--- config.mk ---
export PLATFORM = sky130hd
export DESIGN_NAME = line_fill_buffer
export DESIGN_NICKNAME = d
export VERILOG_FILES = /design/src/rtl/line_fill_buffer.sv
export SDC_FILE = /design/constraint.sdc
export NUM_CORES = 1
export LEC_CHECK = 0
export BUFFER_PORTS_ARGS = -buffer_cell sky130_fd_sc_hd__buf_2
export CAP_MARGIN = 20
export CORE_AREA = 2 2 536 538
export CTS_CLUSTER_DIAMETER = 40
export DETAILED_ROUTE_END_ITERATION = 6
export DIE_AREA = 0 0 538 540
export SETUP_SLACK_MARGIN = 0.15
export SYNTH_ARGS = -nofsm -noshare
export SYNTH_HDL_FRONTEND = slang
export SYNTH_SLANG_ARGS = --single-unit
--- constraint.sdc ---
create_clock -name clk -period 16.2 [get_ports clk]
set_input_delay 1.62 -clock clk [delete_from_list [all_inputs] [get_ports clk]]
set_output_delay 1.62 -clock clk [all_outputs]
set_load 0.1 [all_outputs]
--- src/rtl/line_fill_buffer.sv ---
// Refill stage for the I-cache data array: fetches one block as memory beats and issues one masked row write.
// Defining LFB_RSP_ERR_EN adds response-error handling, which drops the fill instead of writing it.
module line_fill_buffer #(
    parameter int ADDR_WIDTH  = 4,
    parameter int NUM_BLOCKS  = 4,
    parameter int BLOCK_WIDTH = 320,
    parameter int BEAT_WIDTH  = 64,
    parameter int BLK_W       = $clog2(NUM_BLOCKS),
    parameter int ROW_WIDTH   = NUM_BLOCKS * BLOCK_WIDTH
) (
    input  logic                        clk,
    input  logic                        arst,
    input  logic                        i_halt,
    input  logic                        i_miss_valid,
    input  logic [ADDR_WIDTH-1:0]       i_miss_addr,
    input  logic [BLK_W-1:0]            i_miss_block,
    output logic                        o_miss_ready,
    output logic                        o_mem_req_valid,
    output logic [ADDR_WIDTH+BLK_W-1:0] o_mem_req_addr,
    input  logic                        i_mem_req_ready,
    input  logic                        i_mem_rsp_valid,
    input  logic [BEAT_WIDTH-1:0]       i_mem_rsp_data,
    output logic                        o_mem_rsp_ready,
`ifdef LFB_RSP_ERR_EN
    input  logic                        i_mem_rsp_err,
    output logic                        o_fill_err,
`endif
    output logic                        o_w_valid,
    output logic [ADDR_WIDTH-1:0]       o_w_addr,
    output logic [ROW_WIDTH-1:0]        o_w_data,
    output logic [NUM_BLOCKS-1:0]       o_w_wmask,
    output logic                        o_fill_done
);

    localparam int BEATS = BLOCK_WIDTH / BEAT_WIDTH;

    typedef enum logic [1:0] {
        S_IDLE,
        S_REQ,
        S_RECV,
        S_WRITE
    } state_t;

    state_t                  state_q, state_d;
    logic [ADDR_WIDTH-1:0]   addr_q, addr_d;
    logic [BLK_W-1:0]        blk_q, blk_d;
    logic [2:0]              cnt_q, cnt_d;
    logic [BLOCK_WIDTH-1:0]  line_q, line_d;
`ifdef LFB_RSP_ERR_EN
    logic                    err_q, err_d;
    logic                    fill_err_q, fill_err_d;

    assign o_fill_err = fill_err_q;
`endif

    always_ff @(posedge clk or posedge arst) begin
        if (arst) begin
            state_q    <= S_IDLE;
            addr_q     <= '0;
            blk_q      <= '0;
            cnt_q      <= '0;
            line_q     <= '0;
`ifdef LFB_RSP_ERR_EN
            err_q      <= 1'b0;
            fill_err_q <= 1'b0;
`endif
        end else begin
            state_q    <= state_d;
            addr_q     <= addr_d;
            blk_q      <= blk_d;
            cnt_q      <= cnt_d;
            line_q     <= line_d;
`ifdef LFB_RSP_ERR_EN
            err_q      <= err_d;
            fill_err_q <= fill_err_d;
`endif
        end
    end

    always_comb begin
        state_d         = state_q;
        addr_d          = addr_q;
        blk_d           = blk_q;
        cnt_d           = cnt_q;
        line_d          = line_q;
`ifdef LFB_RSP_ERR_EN
        err_d           = err_q;
        fill_err_d      = 1'b0;
`endif
        o_miss_ready    = 1'b0;
        o_mem_req_valid = 1'b0;
        o_mem_req_addr  = '0;
        o_mem_rsp_ready = 1'b0;
        o_w_valid       = 1'b0;
        o_w_addr        = '0;
        o_w_data        = '0;
        o_w_wmask       = '0;
        o_fill_done     = 1'b0;

        case (state_q)
            S_IDLE: begin
                o_miss_ready = 1'b1;
                if (i_miss_valid) begin
                    addr_d  = i_miss_addr;
                    blk_d   = i_miss_block;
                    state_d = S_REQ;
                end
            end
            S_REQ: begin
                o_mem_req_valid = 1'b1;
                o_mem_req_addr  = {addr_q, blk_q};
                if (i_mem_req_ready) begin
                    cnt_d   = '0;
                    state_d = S_RECV;
                end
            end
            S_RECV: begin
                o_mem_rsp_ready = 1'b1;
                if (i_mem_rsp_valid) begin
                    for (int b = 0; b < BEATS; b++) begin
                        if (cnt_q == 3'(b)) line_d[b*BEAT_WIDTH +: BEAT_WIDTH] = i_mem_rsp_data;
                    end
                    cnt_d = cnt_q + 3'd1;
`ifdef LFB_RSP_ERR_EN
                    err_d = err_q | i_mem_rsp_err;
`endif
                    if (cnt_q == 3'(BEATS - 1)) begin
`ifdef LFB_RSP_ERR_EN
                        // A poisoned block is dropped; the requester sees o_fill_err and may retry.
                        if (err_q | i_mem_rsp_err) begin
                            err_d      = 1'b0;
                            fill_err_d = 1'b1;
                            state_d    = S_IDLE;
                        end else begin
                            state_d    = S_WRITE;
                        end
`else
                        state_d = S_WRITE;
`endif
                    end
                end
            end
            S_WRITE: begin
                // The array clock is gated while halted, so the write is only taken once i_halt drops.
                o_w_valid = 1'b1;
                o_w_addr  = addr_q;
                o_w_data  = {NUM_BLOCKS{line_q}};
                o_w_wmask = NUM_BLOCKS'(1) << blk_q;
                if (!i_halt) begin
                    o_fill_done = 1'b1;
                    state_d     = S_IDLE;
                end
            end
            default: state_d = S_IDLE;
        endcase
    end

endmodule

==> reports/metrics.json <==
{
  "clock_path_buffers": {"value": 4},
  "critical_path.cell_chain": {"value": "ha_4, buf_12, buf_4, and2_1, buf_2"},
  "post-cts-setup-buffers": {"value": 0},
  "synth.yosys.warnings": {"value": 0},
  "outcome": {"value": "completed"},
  "dr.first_iter.drc_count": {"value": 1274},
  "cts.hold.buffers_added": {"value": 0},
  "drcViolationCount": {"value": 0},
  "synth_xor_area_share": {"value": 0, "unit": "%"},
  "start_kind": {"value": "register"},
  "synth-compound-area-share": {"value": 0.416, "unit": "%"},
  "most_frequent_cells_in_the_layout": {"value": "buf_2, dfrtp_1, and2_1, mux2_2, mux2_4"},
  "yosys_register_bits": {"value": 331},
  "postRouteAntennaNets": {"value": 0},
  "setup.worst_path.end_class": {"value": "output pin"},
  "place_worst_setup_slack": {"value": 10.73, "unit": "ns"},
  "setup_ws": {"value": 9.94, "unit": "ns"},
  "drt-vias-per-instance": {"value": 2.65},
  "synth_adder_area_share": {"value": 0.499, "unit": "%"},
  "globalRouteOverflowTotal": {"value": 0},
  "pin_count": {"value": 1375},
  "setup_repair_after_global_routing_missed_its_margin": {"value": "no"},
  "coreArea": {"value": 284000, "unit": "sq um"},
  "mostFrequentLayoutCell": {"value": "buf_2"},
  "final.min_clock_period": {"value": 6.26, "unit": "ns"},
  "timing.final.max_slew_violations": {"value": 0},
  "synth.area.mux_share": {"value": 18.5, "unit": "%"},
  "path_clk_slew": {"value": 0.05, "unit": "ns"},
  "timing.critical_path.buf_inv": {"value": 3},
  "gp_routability_congestion": {"value": 0.830},
  "worstPathMaxFanout": {"value": 106},
  "share_of_cells_above_drive_strength_1": {"value": 71.7, "unit": "%"},
  "critical-path-top-delay-family": {"value": "buffers and inverters"},
  "slowest_stage": {"value": "and2_1"},
  "synth_area_per_cell": {"value": 10.9, "unit": "sq um"},
  "dominant_register_cell_in_the_synthesized_netlist": {"value": "dfrtp_1"},
  "htreeDepth": {"value": 3},
  "dp.final_hpwl": {"value": 147, "unit": "mm"},
  "worstSetupPathType": {"value": "reg2out"},
  "synth_top_family_by_area": {"value": "buffers and inverters"},
  "tightestPinTransition": {"value": 1.08, "unit": "ns"},
  "floorplan.die_area": {"value": 291000, "unit": "sq um"},
  "tritoncts_num_sinks": {"value": 331},
  "num-nets-final": {"value": 2596},
  "quantity_of_gates_resized_following_cts": {"value": 0},
  "grtUsageTotal": {"value": 11.5, "unit": "%"},
  "global_route_wire_length_before_repair": {"value": 206, "unit": "mm"},
  "synth.net_count": {"value": 2154},
  "max_stage_delay": {"value": 0.84, "unit": "ns"},
  "crit_arrival": {"value": 4.64, "unit": "ns"},
  "max-cap-violations": {"value": 0},
  "report.final.setup_viol": {"value": 0},
  "worst-endpoint-required": {"value": 14.58, "unit": "ns"},
  "clock_skew": {"value": 0.0326, "unit": "ns"},
  "basic_gate_share_of_the_synthesized_area_counting_and_or_nand_and_nor_cells": {"value": 9.90, "unit": "%"},
  "firstDrtPassIters": {"value": 5},
  "vias_in_the_first_global_route": {"value": 14900},
  "fin_setup_tns": {"value": 0, "unit": "ns"},
  "clk_root_buffer_cell": {"value": "clkbuf_16"},
  "netlist_instances": {"value": 2069},
  "layout-area-overhead-vs-synth": {"value": 30.3, "unit": "%"},
  "syn-cell-area": {"value": 22600, "unit": "sq um"},
  "seq_area_frac_synth": {"value": 36.7, "unit": "%"},
  "async_reset_ff_share": {"value": 100, "unit": "%"},
  "row_count": {"value": 196},
  "initial_utilization": {"value": 7.94, "unit": "%"},
  "grt_antenna_before_repair": {"value": 75},
  "hold_path_class": {"value": "reg2reg"},
  "grt_max_degree": {"value": 107},
  "insertion_delay": {"value": 0.75, "unit": "ns"},
  "clock_tree_from_tritoncts": {"value": "done"},
  "finish.utilization": {"value": 10.3, "unit": "%"},
  "timing.max_slew.rel_slack": {"value": 28.1, "unit": "%"},
  "vias": {"value": 16800},
  "floorplan.die.width": {"value": 538, "unit": "um"},
  "finalHoldViolations": {"value": 0},
  "wirelength": {"value": 176, "unit": "mm"},
  "synth.distinct_cells": {"value": 35},
  "place.port_buffers": {"value": 1374},
  "synth_edf_count": {"value": 0},
  "floorplan_die_height": {"value": 540, "unit": "um"},
  "max_freq": {"value": 0.160, "unit": "GHz"},
  "layout_worst_path_cycle_share": {"value": 38.7, "unit": "%"},
  "wl_per_cell": {"value": 27.7, "unit": "um"},
  "clock_buffer_count_from_cts": {"value": 77},
  "layout.filler_cells": {"value": 32600}
}
==> Yosys cell counts, types with 2 or more instances <==
cell type	count	area, sq um
and3_1	2	12.5
dfrtp_1	331	8280
ha_1	9	113
inv_1	6	22.5
nand2b_1	2	12.5
nor2b_1	2	12.5
buf_2	12	60.1
mux2_2	185	2080
o21ai_0	3	15.0
clkbuf_1	37	139
o22ai_1	2	12.5
and2_1	330	2060
mux2_4	127	1910
a21oi_1	2	10.0
nand2_1	5	18.8
buf_6	12	135
nor2_1	2	7.51
buf_8	7	105
mux2_1	15	169
nand2_8	2	40.0
buf_4	962	7220
==> layout make-up <==
cell class	instances	area (sq um)	share of cell area, %
Antenna cell	41	103	0.349
Clock buffer	92	2040	6.95
Clock inverter	42	554	1.88
Inverter	7	33.8	0.115
Multi-Input combinational cell	701	6650	22.6
Sequential cell	331	8280	28.2
Tap cell	3762	4710	16.0
Timing Repair Buffer	1393	7040	23.9
==> final timing paths <==
check                           start            end  slack [ns]  cells past startpoint
min reg2reg                line_q[77]     line_q[77]        0.48                      1
max in group asynchronous        arst    line_q[280]       13.17                      4
min                        line_q[77]     line_q[77]        0.48                      1
min in group asynchronous        arst       blk_q[1]        0.96                      2
max                        state_q[1]  o_w_data[545]        9.94                      5
max reg2reg                state_q[0]    line_q[191]       13.14                      6
==> worst reg2reg max path, stage by stage, from the launching register on <==
cell and delay [ns]:
dfrtp_1 0.41, inv_1 0.10, ha_1 0.39, and3_4 0.30
nand2_8 0.45, buf_4 0.79, mux2_2 0.53
==> cell families after synthesis <==
group | Yosys count
buffers and inverters | 1037
AND/OR/NAND/NOR | 352
flip-flops | 331
multiplexers | 328
AO/OA/AOI/OAI | 12
adder cells (fa/ha/maj) | 9
==> flip-flops by register name, summed over array words and instances, names as in the netlist <==
name     flops
blk_q        2
line_q     320
state_q      2
addr_q       4
cnt_q        3
==> layer usage <==
| metal | share of wire, % | GRT usage (%) |
|---|---|---|
| met1 | 43 | 14.9 |
| met2 | 42 | 17.4 |
| met3 | 10 | 3.62 |
| met4 | 4.9 | 5.19 |
| met5 | 0 | 0 |
==> stage by stage <==
stage | hold slack (ns) | std cells | instance area, sq um
floorplan | 0.456 | 2069 | 22600
global placement | 0.465 | 6193 | 26700
detailed placement | 0.473 | 6194 | 26700
CTS | 0.482 | 6328 | 29300
global route | 0.488 | 6332 | 29300
finish | 0.480 | 6369 | 29400
Power is not shown: default switching activity piles up to over one toggle a cycle in this logic, so the estimate is an artifact.
